[config.mk]
export PLATFORM = sky130hd
export DESIGN_NAME = hazard_unit
export DESIGN_NICKNAME = d
export VERILOG_FILES = /design/src/rtl/pipeline_types_pkg.sv /design/src/rtl/hazard_unit_forward.sv /design/src/rtl/hazard_unit.sv
export SDC_FILE = /design/constraint.sdc
export NUM_CORES = 1
export LEC_CHECK = 0
export CORE_ASPECT_RATIO = 1.1
export CORE_MARGIN = 1.5
export CORE_UTILIZATION = 44
export CTS_CLUSTER_SIZE = 30
export DETAILED_ROUTE_END_ITERATION = 7
export GPL_ROUTABILITY_DRIVEN = 0
export PLACE_DENSITY = 0.92
export SYNTH_ARGS = -nofsm -noshare
export SYNTH_HDL_FRONTEND = slang
export SYNTH_SLANG_ARGS = --single-unit
[constraint.sdc]
create_clock -name CLK -period 2.3 [get_ports CLK]
set_input_delay 0.345 -clock CLK [delete_from_list [all_inputs] [get_ports CLK]]
set_output_delay 0.345 -clock CLK [all_outputs]
set_load 0.02 [all_outputs]
[src/rtl/pipeline_types_pkg.sv]
// Shared pipeline register layouts, stall classes and hazard-control types
// for the five-stage core.
package pipeline_types_pkg;

  localparam int REG_W = 5;
  typedef logic [REG_W-1:0] regIdx_t;

  typedef struct packed {
    regIdx_t rs;
    regIdx_t rt;
  } ifid_t;

  typedef struct packed {
    logic    dMemRead;
    regIdx_t rs;
    regIdx_t rt;
  } idex_t;

  typedef struct packed {
    logic    RegWrite;
    logic    dMemRead;
    logic    dMemWrite;
    regIdx_t wsel;
  } exmem_t;

  typedef struct packed {
    logic    RegWrite;
    logic    halt;
    regIdx_t wsel;
  } memwb_t;

  // One-hot stall class; exactly one bit is high in every cycle.
  typedef enum logic [4:0] {
    noStall    = 5'b00001,
    ifidStall  = 5'b00010,
    idexStall  = 5'b00100,
    exmemStall = 5'b01000,
    allStall   = 5'b10000
  } pStall_t;

  typedef enum logic [1:0] {
    RUN   = 2'd0,
    DWAIT = 2'd1,
    HALT  = 2'd2
  } hazard_state_t;

  localparam logic [1:0] FW_RF    = 2'b00;
  localparam logic [1:0] FW_EXMEM = 2'b01;
  localparam logic [1:0] FW_MEMWB = 2'b10;

  // A load in EX/MEM has no data yet, so only MEM/WB can serve it.
  function automatic logic [1:0] fwSelect(
    input regIdx_t src,
    input logic    exmemRegWrite,
    input logic    exmemLoad,
    input regIdx_t exmemWsel,
    input logic    memwbRegWrite,
    input regIdx_t memwbWsel
  );
    logic [1:0] sel;
    sel = FW_RF;
    if (src != '0) begin
      if (exmemRegWrite && !exmemLoad && (exmemWsel == src))
        sel = FW_EXMEM;
      else if (memwbRegWrite && (memwbWsel == src))
        sel = FW_MEMWB;
    end
    return sel;
  endfunction

endpackage

[src/rtl/hazard_unit_forward.sv]
// EX-stage operand forwarding selects for rs (fwa) and rt (fwb).
// Purely combinational; EX/MEM has priority over MEM/WB.
module forward_unit
  import pipeline_types_pkg::*;
(
  input  regIdx_t    rs,
  input  regIdx_t    rt,
  input  logic       exmemRegWrite,
  input  logic       exmemLoad,
  input  regIdx_t    exmemWsel,
  input  logic       memwbRegWrite,
  input  regIdx_t    memwbWsel,
  output logic [1:0] fwa,
  output logic [1:0] fwb
);

  regIdx_t    srcIdx [2];
  logic [1:0] selOut [2];

  assign srcIdx[0] = rs;
  assign srcIdx[1] = rt;

  genvar gi;
  generate
    for (gi = 0; gi < 2; gi++) begin : gOperand
      assign selOut[gi] = fwSelect(srcIdx[gi], exmemRegWrite, exmemLoad,
                                   exmemWsel, memwbRegWrite, memwbWsel);
    end
  endgenerate

  assign fwa = selOut[0];
  assign fwb = selOut[1];

endmodule

[src/rtl/hazard_unit.sv]
// Pipeline hazard control: stall classes, flush strobes, forwarding selects,
// data-miss / deferred-redirect / halt FSM and a saturating stall counter.
module hazard_unit
  import pipeline_types_pkg::*;
#(
  parameter int CNT_W = 32
) (
  input  logic             CLK,
  input  logic             nRST,
  input  logic             ihit,
  input  logic             dhit,
  input  ifid_t            ifid,
  input  idex_t            idex,
  input  exmem_t           exmem,
  input  memwb_t           memwb,
  input  logic             ex_redirect,
  output pStall_t          pstall,
  output logic             pc_en,
  output logic             ifid_flush,
  output logic             idex_flush,
  output logic             memwb_flush,
  output logic [1:0]       fwa,
  output logic [1:0]       fwb,
  output logic             halted,
  output logic [CNT_W-1:0] stall_cycles
);

  localparam logic [CNT_W-1:0] CNT_ONE = {{(CNT_W-1){1'b0}}, 1'b1};

  hazard_state_t    stateReg, stateNext;
  logic             redirectPendReg, redirectPendNext;
  logic [CNT_W-1:0] stallCountReg;

  logic       dataMiss, loadUse, redirectEff;
  logic [1:0] fwaRaw, fwbRaw;

  assign dataMiss    = (exmem.dMemRead | exmem.dMemWrite) & ~dhit;
  assign loadUse     = idex.dMemRead & (idex.rt != '0) &
                       ((idex.rt == ifid.rs) | (idex.rt == ifid.rt));
  // The latch is only ever set while a miss holds EX, so it is clear in RUN.
  assign redirectEff = ex_redirect | redirectPendReg;

  forward_unit uForward (
    .rs            (idex.rs),
    .rt            (idex.rt),
    .exmemRegWrite (exmem.RegWrite),
    .exmemLoad     (exmem.dMemRead),
    .exmemWsel     (exmem.wsel),
    .memwbRegWrite (memwb.RegWrite),
    .memwbWsel     (memwb.wsel),
    .fwa           (fwaRaw),
    .fwb           (fwbRaw)
  );

  assign fwa = nRST ? fwaRaw : FW_RF;
  assign fwb = nRST ? fwbRaw : FW_RF;

  always_comb begin
    stateNext        = stateReg;
    redirectPendNext = redirectPendReg;
    pstall           = noStall;
    pc_en            = 1'b1;
    ifid_flush       = 1'b0;
    idex_flush       = 1'b0;
    memwb_flush      = 1'b0;
    halted           = 1'b0;

    unique case (stateReg)
      RUN, DWAIT: begin
        if ((stateReg == RUN) ? dataMiss : !dhit) begin
          pstall           = exmemStall;
          pc_en            = 1'b0;
          memwb_flush      = 1'b1;
          redirectPendNext = redirectPendReg | ex_redirect;
          stateNext        = DWAIT;
        end else begin
          redirectPendNext = 1'b0;
          stateNext        = RUN;
          if (redirectEff) begin
            ifid_flush = 1'b1;
            idex_flush = 1'b1;
          end else if (loadUse) begin
            pstall     = ifidStall;
            pc_en      = 1'b0;
            idex_flush = 1'b1;
          end else if (!ihit) begin
            pc_en      = 1'b0;
            ifid_flush = 1'b1;
          end
        end
        // Halt reaching writeback overrides any pending miss or redirect.
        if (memwb.halt) begin
          stateNext        = HALT;
          redirectPendNext = 1'b0;
        end
      end
      HALT: begin
        pstall = allStall;
        pc_en  = 1'b0;
        halted = 1'b1;
      end
      default: begin
        stateNext        = RUN;
        redirectPendNext = 1'b0;
      end
    endcase

    if (!nRST) begin
      pstall      = noStall;
      pc_en       = 1'b1;
      ifid_flush  = 1'b0;
      idex_flush  = 1'b0;
      memwb_flush = 1'b0;
      halted      = 1'b0;
    end
  end

  always_ff @(posedge CLK or negedge nRST) begin
    if (!nRST) begin
      stateReg        <= RUN;
      redirectPendReg <= 1'b0;
    end else begin
      stateReg        <= stateNext;
      redirectPendReg <= redirectPendNext;
    end
  end

  always_ff @(posedge CLK or negedge nRST) begin
    if (!nRST)
      stallCountReg <= '0;
    else if ((pstall != noStall) && (stallCountReg != '1))
      stallCountReg <= stallCountReg + CNT_ONE;
  end

  assign stall_cycles = stallCountReg;

endmodule

==> metrics.txt, run 1 <==
clk buf depth=2; fillers=344; Critical Path Slowest Stage Cell=nor4_2; Rows=26; Final #Nets=between 300 and 400; most common cell after layout, fill and taps aside=clkdlybuf4s50_1; die height=around 77 µm; top cells by area, synth=dfrtp_1, xnor2_1, nand4_1; met3 track demand over resource=0.0775; GRT met2 Usage=0.416; Critical Path Fanout Max=3; pre-CTS setup slack=-0.579 ns; ANT nets after route=0; Synth cell types=39; Core Footprint=roughly 4700 µm²; count of final setup violators=0; Net Sw Frac=0.344; vias in the first global route=between 2000 and 2500; Area Growth Syn to Fin=53.9%; Comb pwr share=0.379; fin cells=~400; syn nets=between 200 and 300; Internal Power=about 1300 µW; PwrDens=slightly below 600 nW/µm²; sequential power share=0.399; PortBufs=85; commonest non-fill, non-tap cells in the layout=clkdlybuf4s50_1, xnor2_1, dfrtp_1, buf_4, nand4_1; Critical Path Source Type=input pin; final worst slack=slightly below 0.08 ns; VDD IR max=0.000390 V; Via density=~5.4; Yosys top cell by area=dfrtp_1; synthesized area=2200 µm²; final hold vios=0; worst min-delay path category=input pin to async pin; Leak=0.00144 µW; Required @ worst endpoint=1.96 ns; MaxCap Viol Count=0; Final Max Slew Viols=0; Hold WS=0.0222 ns; Psw=between 600 and 700 µW; 1st-iter DRT viols=roughly 120; clock power share=0.223; clk sink count=35; register area share after synthesis=0.398; I/O pin cnt=87; largest net degree at the start of global routing=28; first-pass GRT wire length=just under 10000 µm; Clock Latency Late Sink=0.29 ns; initial antenna violation count=0; post-DP HPWL=4680 µm; DIE AREA=roughly 5400 µm²; critical path endpoint category=output port; layout cells sized above 1=0.192; crit path DAT=roughly 1.9 ns; Final period util=0.966; Wirelength per Cell=around 15 µm; H-tree levels=2; Die W=just over 70 µm; met1 Track Usage GR=0.244; CP max stage delay=about 0.32 ns; clk slew on worst S/H paths=~0.07 ns; Post-CTS Hold Buffers=0; run status=completed; Clock Tree Root=clkbuf_8; #FFs+latches synth=35; total CTS buffers=5; crit-path cells=dlygate4sd2_1 -> xnor2_2 -> nand3_1 -> o22ai_2 -> nand3_2 -> nor4_2 -> buf_2; Final Cell Area=3390 µm²; antenna cell count=0; fin util=0.718; placed inst area=~3300 µm²; Worst Clk Skew=between 0.004 and 0.005 ns; DP Cell Count=a little under 400; gr busiest metal=met2; total track usage=0.232; WL final=5940 µm; YS warnings=0; critical path type=input pin to output port; Fmax achieved=450 MHz; initial core utilization=0.467; Pre-antenna DRT Iters=7; drt drc=0; vias=around 2100; Congestion Overflow GR=0; CTS tree=built; post-synthesis cell count=around 220; Synth top area share=0.398; Avg Inst Size Synth=9.83 µm²; RSZ-0062 raised after global routing=no; min Tclk post-route=between 2 and 2.5 ns
[cell usage after synthesis]
library cell,count
xnor2_1,53
dfrtp_1,35
nand3_1,18
nand4_1,18
nand2_1,17
nor2_1,10
and3_1,9
nor3_1,9
xor2_1,6
and4_1,4
buf_6,4
inv_1,4
nor3b_1,4
buf_2,3
a21oi_1,2
buf_4,2
nand2b_1,2
nor4_2,2
or3_1,2
a21boi_1,1
a21boi_2,1
a21oi_4,1
a221oi_1,1
and2_1,1
and4_4,1
conb_1,1
ha_1,1
mux2_4,1
nand3_2,1
nor2_2,1
nor3_2,1
nor3_4,1
nor4_1,1
o21a_1,1
o21ai_0,1
o22a_1,1
o22ai_1,1
o22ai_2,1
or2_1,1
[routing by layer]
layer,wire length [µm],share of wire
met5,0,0
met4,184,0.031
met3,459,0.077
met2,3120,0.52
met1,2180,0.37
[area by class of cell]
class | count | area, µm² | area share
multi-input combinational | 176 | 1280 | 0.377
timing repair buffer | 116 | 1070 | 0.315
sequential | 35 | 876 | 0.259
clock buffer | 7 | 76.3 | 0.0225
tap | 56 | 70.1 | 0.0207
inverter | 4 | 15.0 | 0.00443
clock inverter | 1 | 5.00 | 0.00148
[sequential cells by signal, summed over array words and instances (netlist names)]
name,flops
stall_cycles,32
stateReg,2
redirectPendReg,1
[cell families (layout without fill, tap and decap cells)]
group | after synthesis | count (layout) | share of synthesized area
multiplexers | 1 | 1 | 0.00682
AND/OR/NAND/NOR | 103 | 103 | 0.269
XOR/XNOR | 59 | 59 | 0.235
flip-flops | 35 | 35 | 0.398
adder cells (fa/ha/maj) | 1 | 1 | 0.00568
other | 1 | 1 | 0.00170
buffers and inverters | 13 | 128 | 0.0409
AO/OA/AOI/OAI | 11 | 11 | 0.0426
[metrics by stage]
| step | power, µW | TNS [ns] |
|---|---|---|
| after detailed placement | 1540 | -8.90 |
| after floorplan | 1170 | 0 |
| after CTS | 1960 | 0 |
| final | 1960 | 0 |
| after global routing | 2060 | 0 |
| after global placement | 1510 | -3.75 |
[path summary, 6_finish.rpt]
| path | start | endpoint | slack (ns) | depth (start not counted) |
|---|---|---|---|---|
| setup / recovery | idex[4] | pstall[1] | 0.08 | 7 |
| hold / removal | nRST | stall_cycles[24] | 0.02 | 2 |
| setup reg to reg | stall_cycles[0] | stall_cycles[1] | 0.28 | 8 |
| hold reg to reg | stall_cycles[21] | stall_cycles[21] | 0.50 | 1 |
| max in group asynchronous | nRST | stall_cycles[11] | 1.70 | 3 |
| min in group CLK | stall_cycles[21] | stall_cycles[21] | 0.50 | 1 |
[worst max-delay path: cells and delay by family]
family | cells | cell delay [ns]
AOI/OAI and AO/OA | 1 | 0.23
xor gates and xnor gates | 1 | 0.20
buffers and inverters | 2 | 0.52
and+or+nand+nor | 3 | 0.57
[what timing repair did]
| action | in CTS | in global routing |
|---|---|---|
| hold endpoints to repair | 0 | 0 |
| pin swaps | 1 | 13 |
| resized for setup | 43 | 12 |
| setup buffers | 0 | 0 |
| cloned | 0 | 0 |
| setup endpoints to repair | 11 | 8 |
[power by group through the flow]
stage                     Sequential (µW)  Combinational (µW)  Clock (µW)
after floorplan                       852                 319           0
final                                 781                 742         436
after detailed placement              792                 746           0
after CTS                             781                 743         440
after global placement                790                 723           0
after global routing                  795                 793         471
(Power assumes the default switching activity.)
==> run 2: changes to the inputs <==
- CTS_CLUSTER_SIZE: 30 -> not set
==> results of run 2 <==
No change in the layout: final DEF, timing and power equal those of run 1.
==> run 3: changes to the inputs <==
- PLACE_DENSITY: 0.92 -> not set
- PLACE_DENSITY_LB_ADDON: not set -> 0.12
==> run 3 against run 2 <==
First-iteration DRC count fell by 66%. Critical path depth grew 1. Clock skew rose by 0.0018 ns. Global-route usage shrank 1.6 points. Core utilization is 0.85 points lower. Sequential power hardly changed. Final area down 1.2%.
==> metrics.txt, run 3 (synthesized netlist as in run 1, its figures left out) <==
Area Growth Syn to Fin=52.1%; Comb pwr share=0.368 (-0.011); Sum Neg Setup Slack=0 ns (unchanged); clk buf depth=2 (unchanged); clock power share=0.230 (+0.007); max reg flops=32 (unchanged); Wirelength per Cell=13.9 µm (-7.6%); pre-CTS setup slack=-0.425 ns (+0.154 ns); Internal Power=1300 µW (+1.2%); Worst Clk Skew=0.00676 ns (+0.00178 ns); fin util=0.710 (-0.00849); Max Used Layer=met4; DIE AREA=5440 µm² (unchanged); die height=77.2 µm (unchanged); sequential power share=0.401 (+0.002); Final #Nets=377 (-0.79%); CTS tree=built; Rows=26 (unchanged); H-tree levels=2 (unchanged); Psw=643 µW (-4.5%); 1st-iter DRT viols=40 (-66%); critical path endpoint category=output port; WL met2=2710 µm (-13%); Net Sw Frac=0.331 (-0.0129); Clock Latency Late Sink=0.29 ns (about the same); Clock Tree Root=clkbuf_8; drt drc=0 (unchanged); MaxCap Viol Count=0 (unchanged); Critical Path Fanout Max=3 (unchanged); I/O pin cnt=87 (unchanged); worst min-delay path category=input pin to async pin; layout cells sized above 1=0.182 (-0.00965); PortBufs=85 (unchanged); Congestion Overflow GR=0 (unchanged); PwrDens=581 nW/µm² (+0.42%); clk sink count=35 (unchanged); Leak=0.00137 µW (-4.5%); antenna cell count=0 (unchanged); vias=2035 (-4.7%); crit path DAT=1.87 ns (about the same); first-pass GRT wire length=9440 µm (-5.1%); most common cell after layout, fill and taps aside=clkdlybuf4s50_1; RSZ-0062 raised after global routing=yes; Tot Pwr=1940 µW (-0.76%); WL final=5430 µm (-8.5%); Fmax achieved=452 MHz (+0.40%); WL met1=2320 µm (+6.5%); largest net degree at the start of global routing=35 (+25%); commonest non-fill, non-tap cells in the layout=clkdlybuf4s50_1, xnor2_1, dfrtp_1, buf_4, nand4_1; critical path type=input pin to output port; VDD IR max=0.000303 V (-22%); min Tclk post-route=2.21 ns (-0.00889 ns); post-DP HPWL=4370 µm (-6.6%); Final Cell Area=3350 µm² (-1.2%); total track usage=0.216 (-0.0159); Final period util=0.962 (-0.00387); final hold vios=0 (unchanged); total CTS buffers=5 (unchanged); count of final setup violators=0 (unchanged); run status=completed; Final Max Slew Viols=0 (unchanged); initial antenna violation count=0 (unchanged); initial core utilization=0.467 (unchanged); Pre-antenna DRT Iters=5 (-2); vias in the first global route=2059 (-5.5%); Required @ worst endpoint=1.96 ns (about the same); Die W=70.4 µm (unchanged); met3 wire len=287 µm (-37%); Via density=5.20 (-3.8%); clk slew on worst S/H paths=0.07 ns (about the same); placed inst area=3240 µm² (-0.92%); final worst slack=0.0865 ns (+0.00889 ns); Core Footprint=4720 µm² (unchanged); fillers=378 (+9.9%); Critical Path Source Type=input pin; ANT nets after route=0 (unchanged)
==> run 3: cell types whose count changed in the layout (fill, tap and decap cells not counted), sizes merged <==
| cell | before | now |
|---|---|---|
| buf | 36 | 31 |
| clkdlybuf4s15 | 4 | 2 |
| dlygate4sd3 | 0 | 1 |
| clkbuf | 8 | 10 |
| dlymetal6s2s | 7 | 3 |
| clkdlybuf4s50 | 61 | 69 |
| dlygate4sd2 | 7 | 3 |
==> run 3: final timing paths <==
| kind | from | slack (ns) | depth (start not counted) | endpoint |
|---|---|---|---|---|
| min | nRST | 0.27 | 3 | stall_cycles[1] |
| min reg2reg | stall_cycles[8] | 0.50 | 1 | stall_cycles[8] |
| max reg2reg | stall_cycles[0] | 0.30 | 8 | stall_cycles[1] |
| max in group asynchronous | nRST | 1.67 | 3 | stateReg[1] |
| max | idex[4] | 0.09 | 8 | fwb[1] |
| min in group CLK | stall_cycles[8] | 0.50 | 1 | stall_cycles[8] |
==> run 3: power groups by stage <==
stage	Combinational, µW	Clock (µW)	Sequential [µW]
floorplan	319	0	852
global placement	720	0	789
detailed placement	730	0	792
CTS	723	460	781
global route	769	494	795
finish	715	448	780
==> run 3: layer usage <==
layer	vias to the layer above	track usage
met4	0	0.0712
met2	60	0.363
met1	963	0.273
li1	998	-
met5	-	0
met3	14	0.0499
==> run 3: worst max-delay path, stage by stage <==
cell             delay, ns
clkdlybuf4s50_1       0.54
buf_4                 0.17
nor2_1                0.06
nand2_2               0.08
buf_4                 0.12
nand4_1               0.09
nor3_1                0.19
clkdlybuf4s15_2       0.29
==> run 3: what timing repair did <==
action,in CTS,in global routing
hold buffers,1,0
setup endpoints to repair,11,8
buffers inserted,0,0
endpoints found under the hold margin,1,0
cloned,0,0
gates resized for setup,30,16
pin swaps,1,2
==> run 3: through the flow <==
stage | hold slack (ns) | std cells
final | 0.271 | 391
after global placement | 0.258 | 383
after global routing | 0.320 | 391
after floorplan | 0.0494 | 224
after CTS | 0.284 | 391
after detailed placement | 0.266 | 383
==> run 3: cell type report <==
class / count / area [µm²] / share of cell area
clock buffer: 6 / 82.6 / 0.0247
clock inverter: 1 / 5.00 / 0.00150
inverter: 4 / 15.0 / 0.00449
multi-input combinational: 176 / 1270 / 0.378
sequential: 35 / 876 / 0.262
tap: 56 / 70.1 / 0.0209
timing repair buffer: 113 / 1030 / 0.308
